==> config.mk <==
export PLATFORM = sky130hd
export DESIGN_NAME = demux_1x4_tdm
export DESIGN_NICKNAME = d
export VERILOG_FILES = /design/src/rtl/demux_1x4_tdm.sv
export SDC_FILE = /design/constraint.sdc
export NUM_CORES = 1
export LEC_CHECK = 0
export CORE_AREA = 4 4 58 44
export CTS_CLUSTER_DIAMETER = 120
export DETAILED_ROUTE_END_ITERATION = 10
export DIE_AREA = 0 0 62 48
export PLACE_DENSITY = 0.72
export SYNTH_ARGS = -nofsm -noshare
export SYNTH_HDL_FRONTEND = slang
export SYNTH_SLANG_ARGS = --single-unit
==> constraint.sdc <==
create_clock -name clk -period 2.9 [get_ports clk]
set_clock_uncertainty 0.15 [all_clocks]
set_input_delay 0.29 -clock clk [delete_from_list [all_inputs] [get_ports clk]]
set_output_delay 0.29 -clock clk [all_outputs]
set_load 0.03 [all_outputs]
==> src/rtl/demux_1x4_tdm.sv <==
// 1-to-4 TDM demultiplexer: collects four strobed serial slots into a parallel
// frame and tracks alignment through HUNT -> ACQ -> LOCKED.
module demux_1x4_tdm #(
  parameter int unsigned LOCK_CNT = 2
) (
  input  logic       clk,
  input  logic       rst,
  input  logic       Y,
  input  logic       EN,
  input  logic       SYNC,
  input  logic       CLR,
  output logic [3:0] O,
  output logic [1:0] S,
  output logic       VALID,
  output logic       LOCK,
  output logic       ERR
);

  typedef enum logic [1:0] {HUNT, ACQ, LOCKED} state_e;

  localparam logic [4:0] LockCnt = 5'(LOCK_CNT);

  state_e     state_q, state_d;
  logic [1:0] slot_q, slot_d;
  logic [2:0] buf_q, buf_d;
  logic [3:0] o_q, o_d;
  logic [3:0] cnt_q, cnt_d;
  logic       valid_q, valid_d;
  logic       lock_q, lock_d;
  logic       err_q, err_d;
  logic       err_det;

  // NOTE: every variable gets its hold value first so no path leaves one
  // unassigned; that is what keeps this block from inferring latches.
  always_comb begin
    state_d = state_q;
    slot_d  = slot_q;
    buf_d   = buf_q;
    o_d     = o_q;
    cnt_d   = cnt_q;
    valid_d = 1'b0;
    lock_d  = lock_q;
    err_det = 1'b0;

    if (EN) begin
      unique case (state_q)
        HUNT: begin
          if (SYNC) begin
            buf_d[0] = Y;
            slot_d   = 2'd1;
            state_d  = ACQ;
          end
        end
        default: begin
          if (SYNC) begin
            // A marker mid-frame restarts the frame from this beat.
            if (slot_q != 2'd0) begin
              err_det = 1'b1;
              lock_d  = 1'b0;
              cnt_d   = 4'd0;
              state_d = ACQ;
            end
            buf_d[0] = Y;
            slot_d   = 2'd1;
          end else if (slot_q == 2'd0) begin
            err_det = 1'b1;
            lock_d  = 1'b0;
            cnt_d   = 4'd0;
            state_d = HUNT;
          end else if (slot_q == 2'd3) begin
            o_d     = {Y, buf_q};
            valid_d = 1'b1;
            slot_d  = 2'd0;
            if ({1'b0, cnt_q} < LockCnt) cnt_d = cnt_q + 4'd1;
            if (({1'b0, cnt_q} + 5'd1) >= LockCnt) begin
              state_d = LOCKED;
              lock_d  = 1'b1;
            end
          end else begin
            unique case (slot_q)
              2'd1:    buf_d[1] = Y;
              default: buf_d[2] = Y;
            endcase
            slot_d = slot_q + 2'd1;
          end
        end
      endcase
    end

    // A fresh error wins over a simultaneous clear.
    err_d = err_det | (err_q & ~CLR);
  end

  // NOTE: state uses non-blocking assignments so all registers update
  // together from the values seen before the edge.
  always_ff @(posedge clk) begin
    if (rst) begin
      // NOTE: the slot buffer is reset too, since it is small and a clean
      // known value keeps the first frames deterministic.
      state_q <= HUNT;
      slot_q  <= 2'd0;
      buf_q   <= 3'd0;
      o_q     <= 4'd0;
      cnt_q   <= 4'd0;
      valid_q <= 1'b0;
      lock_q  <= 1'b0;
      err_q   <= 1'b0;
    end else begin
      state_q <= state_d;
      slot_q  <= slot_d;
      buf_q   <= buf_d;
      o_q     <= o_d;
      cnt_q   <= cnt_d;
      valid_q <= valid_d;
      lock_q  <= lock_d;
      err_q   <= err_d;
    end
  end

  assign O     = o_q;
  assign S     = slot_q;
  assign VALID = valid_q;
  assign LOCK  = lock_q;
  assign ERR   = err_q;

endmodule

==> metrics.log, run 1 <==
INFO  metric run_status = completed
INFO  metric clock_tree.root_cell = sky130_fd_sc_hd__clkbuf_4
INFO  metric most_common_cell_after_layout_fill_and_taps_aside = sky130_fd_sc_hd__dfxtp_1
INFO  metric post-route-period-util = 0.9106
INFO  metric routed_vias = between 800 and 900
INFO  metric globalRoute.totalOverflow = 0
INFO  metric grt.total_usage = 0.1595
INFO  metric grt_pass1_wl = 3.470 mm
INFO  metric fin_hold_ws = around 0.32 ns
INFO  metric fp-row-count = 14
INFO  metric drt_first_pass_iters = 4
INFO  metric drt_wl_cell = 13.62 um
INFO  metric required = 2.97 ns
INFO  metric maxSlewHeadroom = 0.5223
INFO  metric finalInstanceArea = 1164 um2
INFO  metric timing_worst_setup_path_type = flop to flop
INFO  metric dieWidth = a little over 60 um
INFO  metric place_ws = 0.2444 ns
INFO  metric vias_per_cell = roughly 5.6
INFO  metric worst-slew-pin-transition = between 0.7 and 0.8 ns
INFO  metric die-height = 48 um
INFO  metric boundaryPins = 15
INFO  metric holdBufCountCts = 0
INFO  metric fillers = between 150 and 200
INFO  metric fp.coreArea = 2049 um2
INFO  metric synth_cell_type_count = 35
INFO  metric initial_core_util = 0.4634
INFO  metric postCtsSetupBuffers = 0
INFO  metric startpoint_types = flop
INFO  metric synthToLayoutAreaGrowth = 22.53%
INFO  metric postLayoutSetupSlackWorst = 0.2593 ns
INFO  metric combinationalPowerShare = 0.153
INFO  metric routed.top_layer = met4
INFO  metric fin_util = 0.5678
INFO  metric antenna_found_initial = 0
INFO  metric tritoncts = built
INFO  metric postPlaceCellArea = 1127 um2
INFO  metric clk_pin_slew_worst_paths = 0.10 ns
INFO  metric layout_common_cells = 18 x sky130_fd_sc_hd__dfxtp_1, 14 x sky130_fd_sc_hd__nor2_1, 14 x sky130_fd_sc_hd__clkdlybuf4s50_1
INFO  metric wirelength = 2.057 mm
INFO  metric timing.hold.worst.start = LOCK
INFO  metric yosys.area_share.adder = 0.1054
INFO  metric netlist.top_cell.by_area = sky130_fd_sc_hd__dfxtp_1
INFO  metric dp_hpwl = 1.556 mm
INFO  metric power.density = 414.7 nW/um2
INFO  metric timing.critical_path.arrival = approximately 2.7 ns
INFO  metric final_hold_viol_count = 0
INFO  metric post_synth_instance_area = 949.7 um2
INFO  metric via_count_of_the_first_global_routing_pass = 794
INFO  metric switching_power = about 0.12 mW
INFO  metric critical_path.cell_chain = inv_1 -> ha_1 -> inv_1 -> ha_1 -> and2b_4 -> or4_4 -> or4_1 -> a21oi_1
INFO  metric critPathLaunch = S[1]
INFO  metric cts.sinks = 18
INFO  metric wl_met3 = 181 um
INFO  metric post_route_ant_nets = 0
INFO  metric synthSimpleGateAreaFrac = 0.2332
INFO  metric synth_cells = 109
INFO  metric power_switching_share = 0.2571
INFO  metric dominant_combinational_cell_family_by_area_after_synthesis = simple AND/OR/NAND/NOR gates
INFO  metric final-max-slew-violation-count = 0
INFO  metric cap_viol_max_count = 0
INFO  metric critical_path.endpoint_type = flop
INFO  metric final_period_minus_worst_setup_slack = 2.641 ns
INFO  metric worstSkewPairLatency = ~0.29 ns
INFO  metric globalplace.congestion = a little over 0.9
INFO  metric met2RoutedLength = 899 um
INFO  metric post_synthesis_share_of_cell_area_spent_on_xor_and_xnor_gates = 0
INFO  metric drc = 0
INFO  metric sequentialPowerShare = 0.532
INFO  metric yosys.area.top_type_share = 0.3794
INFO  metric htreeDepth = 1
INFO  metric dieArea = 2976 um2
INFO  metric timing.rr.start = S[1]
INFO  metric design.final.nets = 142
INFO  metric antenna_cell_count = 0
INFO  metric ys_ff_latch = 18
INFO  metric numCtsBuffers = 3
INFO  metric critical_path.slowest_cell = sky130_fd_sc_hd__or4_4
INFO  metric fin_tns_setup = 0 ns
INFO  metric ctsLongestPathBuffers = 2
INFO  metric synth_fp_nets = 123
INFO  metric drtIter0Drc = 26
INFO  metric synthesis.yosys.warnings = 0
INFO  metric met1_wire_length = 965 um
INFO  metric p_int = 0.3584 mW
INFO  metric synth-compound-area-share = 0.1410
INFO  metric numPortBuffers = 14
INFO  metric maximum_number_of_pins_on_one_net_before_global_route_repair = 21
INFO  metric worst-path-max-fanout = 7
INFO  metric drive_gt1_frac = 0.1024
INFO  metric grt_setup_unrepaired = false
INFO  metric final-setup-viol-count = 0
INFO  metric cts-resized-gates = 0
INFO  metric synth.mux.area_fraction = 0.08564
INFO  metric hold_path_class = flop to flop
INFO  metric postSynthAreaPerCell = 8.712 um2
INFO  metric critical-path-max-stage-delay = 0.52 ns
INFO  metric synth_sequential_area_ratio = 0.3794
INFO  metric achievable-frequency = around 380 MHz
INFO  metric power.leakage = 0.4418 nW
INFO  metric area_contributors_post_synth = sky130_fd_sc_hd__dfxtp_1 38%, sky130_fd_sc_hd__ha_1 11%, sky130_fd_sc_hd__mux2i_1 7.4%
INFO  metric peakVddDrop = 392.9 uV
INFO  metric clock_power_share = 0.315
[state kept, by name (all words and copies together) (netlist names)]
signal	cells
ERR	1
LOCK	1
O	4
S	2
VALID	1
buf_q	3
cnt_q	4
state_q	2
[worst paths after layout]
path	end	slack, ns	cells after the start
setup / recovery	cnt_q[1]	0.26	8
hold / removal	LOCK	0.32	2
setup reg to reg	cnt_q[1]	0.26	8
hold reg to reg	LOCK	0.32	2
[per-layer routing]
metal / up-vias / GRT usage
li1: 423 / -
met1: 380 / 0.2121
met2: 40 / 0.2541
met3: 2 / 0.05660
met4: 0 / 0.02542
met5: - / 0
[kinds of logic after synthesis]
family	Yosys count
adders and majority gates	8
AOI/OAI and AO/OA	19
muxes	8
buffers and inverters	14
DFF	18
and+or+nand+nor	42
[synth_stat cells]
| cell | instances |
|---|---|
| sky130_fd_sc_hd__or4_1 | 1 |
| sky130_fd_sc_hd__nor3_1 | 3 |
| sky130_fd_sc_hd__o31a_1 | 1 |
| sky130_fd_sc_hd__nor4_1 | 1 |
| sky130_fd_sc_hd__dfxtp_1 | 18 |
| sky130_fd_sc_hd__nor2_1 | 14 |
| sky130_fd_sc_hd__o32ai_1 | 2 |
| sky130_fd_sc_hd__or2_2 | 1 |
| sky130_fd_sc_hd__nor2b_1 | 1 |
| sky130_fd_sc_hd__mux2i_1 | 7 |
| sky130_fd_sc_hd__a32oi_1 | 1 |
| sky130_fd_sc_hd__nand2b_2 | 1 |
| sky130_fd_sc_hd__a311oi_1 | 1 |
| sky130_fd_sc_hd__inv_1 | 12 |
| sky130_fd_sc_hd__o21ai_0 | 3 |
| sky130_fd_sc_hd__a2111oi_0 | 1 |
| sky130_fd_sc_hd__or4_4 | 1 |
| sky130_fd_sc_hd__o31ai_2 | 1 |
| sky130_fd_sc_hd__o211ai_1 | 1 |
| sky130_fd_sc_hd__nand3_1 | 4 |
| sky130_fd_sc_hd__a21o_1 | 1 |
| sky130_fd_sc_hd__a21oi_1 | 5 |
| sky130_fd_sc_hd__or3_4 | 1 |
| sky130_fd_sc_hd__and2b_4 | 1 |
| sky130_fd_sc_hd__a31oi_1 | 1 |
| sky130_fd_sc_hd__or3_1 | 1 |
| sky130_fd_sc_hd__nand4_1 | 3 |
| sky130_fd_sc_hd__buf_1 | 1 |
| sky130_fd_sc_hd__ha_1 | 8 |
| sky130_fd_sc_hd__a211oi_1 | 1 |
| sky130_fd_sc_hd__and2_1 | 1 |
| sky130_fd_sc_hd__clkbuf_1 | 1 |
| sky130_fd_sc_hd__nor4b_1 | 1 |
| sky130_fd_sc_hd__nand2_1 | 7 |
| sky130_fd_sc_hd__mux2_2 | 1 |
[power by group through the flow]
stage	combinational, mW	sequential, mW	clock, mW
final	0.0736	0.257	0.152
after detailed placement	0.0717	0.262	0
after global routing	0.0808	0.258	0.166
after CTS	0.0726	0.257	0.155
after floorplan	0.0421	0.265	0
after global placement	0.0709	0.262	0
[critical path: cells and delay by family, from the launching register on]
kind	cells	cell delay [ns]
buffers and inverters	2	0.21
and+or+nand+nor	3	1.14
adders and majority gates	2	0.58
AOI/OAI and AO/OA	1	0.14
DFF	1	0.34
[layout make-up]
type | count | area [um2] | share of cell area
Tap cell | 24 | 30.03 | 0.02581
Clock buffer | 4 | 36.28 | 0.03118
Multi-Input combinational cell | 77 | 536.8 | 0.4613
Sequential cell | 18 | 360.3 | 0.3097
Timing Repair Buffer | 16 | 155.1 | 0.1333
Inverter | 12 | 45.04 | 0.03871
[through the flow]
| stage | std cells | power, mW |
|---|---|---|
| 2_1_floorplan | 109 | 0.3074 |
| 3_5_place_dp | 147 | 0.3339 |
| 4_1_cts | 151 | 0.4841 |
| 3_3_place_gp | 147 | 0.3328 |
| 6_report | 151 | 0.4825 |
| 5_1_grt | 151 | 0.5043 |
Note: power is estimated with default switching activity, not from simulation.
==> run 2, diff against run 1 <==
CAP_MARGIN = 20   (was unset)
CORE_AREA = 4 4 57 44   (was 4 4 58 44)
DIE_AREA = 0 0 61 48   (was 0 0 62 48)
PLACE_DENSITY = 0.73   (was 0.72)
==> metrics.log, run 2 (same netlist as run 1, synthesis figures left out) <==
INFO  metric via_count_of_the_first_global_routing_pass = 812 (+2.3%)
INFO  metric dieWidth = 61 um (-1.6%)
INFO  metric tritoncts = built
INFO  metric timing.hold.worst.start = LOCK
INFO  metric power.density = 417.1 nW/um2 (+0.59%)
INFO  metric htreeDepth = 1 (unchanged)
INFO  metric dp_hpwl = 1.529 mm (-1.7%)
INFO  metric cap_viol_max_count = 0 (unchanged)
INFO  metric final-setup-viol-count = 0 (unchanged)
INFO  metric globalRoute.totalOverflow = 0 (unchanged)
INFO  metric globalplace.congestion = 0.8888 (-2.0%)
INFO  metric clock_tree.root_cell = sky130_fd_sc_hd__clkbuf_4
INFO  metric hold_path_class = flop to flop
INFO  metric worst-path-max-fanout = 7 (unchanged)
INFO  metric holdBufCountCts = 0 (unchanged)
INFO  metric place_ws = 0.1414 ns (-0.1030 ns)
INFO  metric postCtsSetupBuffers = 0 (unchanged)
INFO  metric drc = 0 (unchanged)
INFO  metric worstSkewPairLatency = 0.30 ns (about the same)
INFO  metric routed_vias = 846 (+0.12%)
INFO  metric grt_pass1_wl = 3.463 mm (-0.20%)
INFO  metric fp-row-count = 14 (unchanged)
INFO  metric fp.coreArea = 1997 um2 (-2.6%)
INFO  metric drt_first_pass_iters = 4 (unchanged)
INFO  metric final_period_minus_worst_setup_slack = 2.588 ns (-0.05219 ns)
INFO  metric initial_core_util = 0.4756 (+0.01219)
INFO  metric clk_pin_slew_worst_paths = 0.11 ns (about the same)
INFO  metric layout_common_cells = 18 x sky130_fd_sc_hd__dfxtp_1, 14 x sky130_fd_sc_hd__nor2_1, 14 x sky130_fd_sc_hd__clkdlybuf4s50_1
INFO  metric power.leakage = 0.4472 nW (+1.2%)
INFO  metric post_route_ant_nets = 0 (unchanged)
INFO  metric wirelength = 2.031 mm (-1.3%)
INFO  metric antenna_cell_count = 0 (unchanged)
INFO  metric dieArea = 2928 um2 (-1.6%)
INFO  metric most_common_cell_after_layout_fill_and_taps_aside = sky130_fd_sc_hd__dfxtp_1
INFO  metric drtIter0Drc = 27 (+3.8%)
INFO  metric fin_tns_setup = 0 ns (unchanged)
INFO  metric maxSlewHeadroom = 0.5178 (-0.004485)
INFO  metric fillers = 198 (+7.6%)
INFO  metric critical_path.endpoint_type = flop
INFO  metric grt_setup_unrepaired = false
INFO  metric run_status = completed
INFO  metric die-height = 48 um (unchanged)
INFO  metric antenna_found_initial = 0 (unchanged)
INFO  metric grt.total_usage = 0.1596 (about the same)
INFO  metric critPathLaunch = S[0]
INFO  metric synthToLayoutAreaGrowth = 23.32%
INFO  metric post-route-period-util = 0.8926 (-0.01800)
INFO  metric ctsLongestPathBuffers = 2 (unchanged)
INFO  metric design.final.nets = 143 (+0.70%)
INFO  metric worst-slew-pin-transition = 0.7210 ns (+0.006705 ns)
INFO  metric fin_hold_ws = 0.3203 ns (-0.002704 ns)
INFO  metric timing.rr.start = S[0]
INFO  metric timing_worst_setup_path_type = flop to flop
INFO  metric boundaryPins = 15 (unchanged)
INFO  metric final-max-slew-violation-count = 0 (unchanged)
INFO  metric achievable-frequency = 386.3 MHz (+2.0%)
INFO  metric cts.sinks = 18 (unchanged)
INFO  metric startpoint_types = flop
INFO  metric fin_util = 0.5865 (+0.01870)
INFO  metric cts-resized-gates = 0 (unchanged)
INFO  metric maximum_number_of_pins_on_one_net_before_global_route_repair = 21 (unchanged)
INFO  metric numCtsBuffers = 3 (unchanged)
INFO  metric drive_gt1_frac = 0.1094 (+0.007013)
INFO  metric numPortBuffers = 14 (unchanged)
INFO  metric postLayoutSetupSlackWorst = 0.3115 ns (+0.05219 ns)
INFO  metric required = 2.96 ns (about the same)
INFO  metric vias_per_cell = 5.566 (-0.54%)
INFO  metric final_hold_viol_count = 0 (unchanged)
INFO  metric timing.critical_path.arrival = 2.65 ns (-0.06 ns)
INFO  metric peakVddDrop = 283.6 uV (-28%)
INFO  metric drt_wl_cell = 13.36 um (-1.9%)
run 2: worst max-delay path, cell delays in order, from the launching register on:
cell and delay [ns]:
sky130_fd_sc_hd__dfxtp_1 0.44, sky130_fd_sc_hd__inv_1 0.07, sky130_fd_sc_hd__ha_1 0.29, sky130_fd_sc_hd__ha_1 0.24, sky130_fd_sc_hd__nand2b_2 0.20, sky130_fd_sc_hd__or4_4 0.56
sky130_fd_sc_hd__or3_4 0.36, sky130_fd_sc_hd__o31ai_2 0.18
run 2: area by class of cell:
class / count / area, um2 / area share
Clock buffer: 4 / 36.28 / 0.03098
Inverter: 12 / 45.04 / 0.03846
Multi-Input combinational cell: 77 / 536.8 / 0.4583
Sequential cell: 18 / 360.3 / 0.3077
Tap cell: 24 / 30.03 / 0.02564
Timing Repair Buffer: 17 / 162.7 / 0.1389
run 2: routing by layer:
metal / up-vias / global-route usage / routed length, um
met5: - / 0 / 0
met4: 0 / 0.03030 / 0
met3: 0 / 0.05121 / 146
met2: 29 / 0.2431 / 873
met1: 396 / 0.2233 / 1011
li1: 421 / - / -
run 2: per-stage QoR:
stage / power [mW] / instance area [um2] / std cells
4_1_cts: 0.4935 / 1171 / 152
3_3_place_gp: 0.3336 / 1135 / 148
6_report: 0.4885 / 1171 / 152
2_1_floorplan: 0.3074 / 949.7 / 109
5_1_grt: 0.5114 / 1171 / 152
3_5_place_dp: 0.3346 / 1135 / 148
run 2: final timing paths:
path	slack, ns	endpoint	cells past startpoint
worst max-delay path	0.31	cnt_q[0]	7
worst max register to register	0.31	cnt_q[0]	7
worst min register to register	0.32	LOCK	2
worst min-delay path	0.32	LOCK	2
run 2: power breakdown:
| part | total, mW | internal (mW) | switching [mW] |
|---|---|---|---|
| Sequential | 0.257 | 0.252 | 0.00452 |
| Clock | 0.158 | 0.0766 | 0.0811 |
| Combinational | 0.0741 | 0.0304 | 0.0437 |
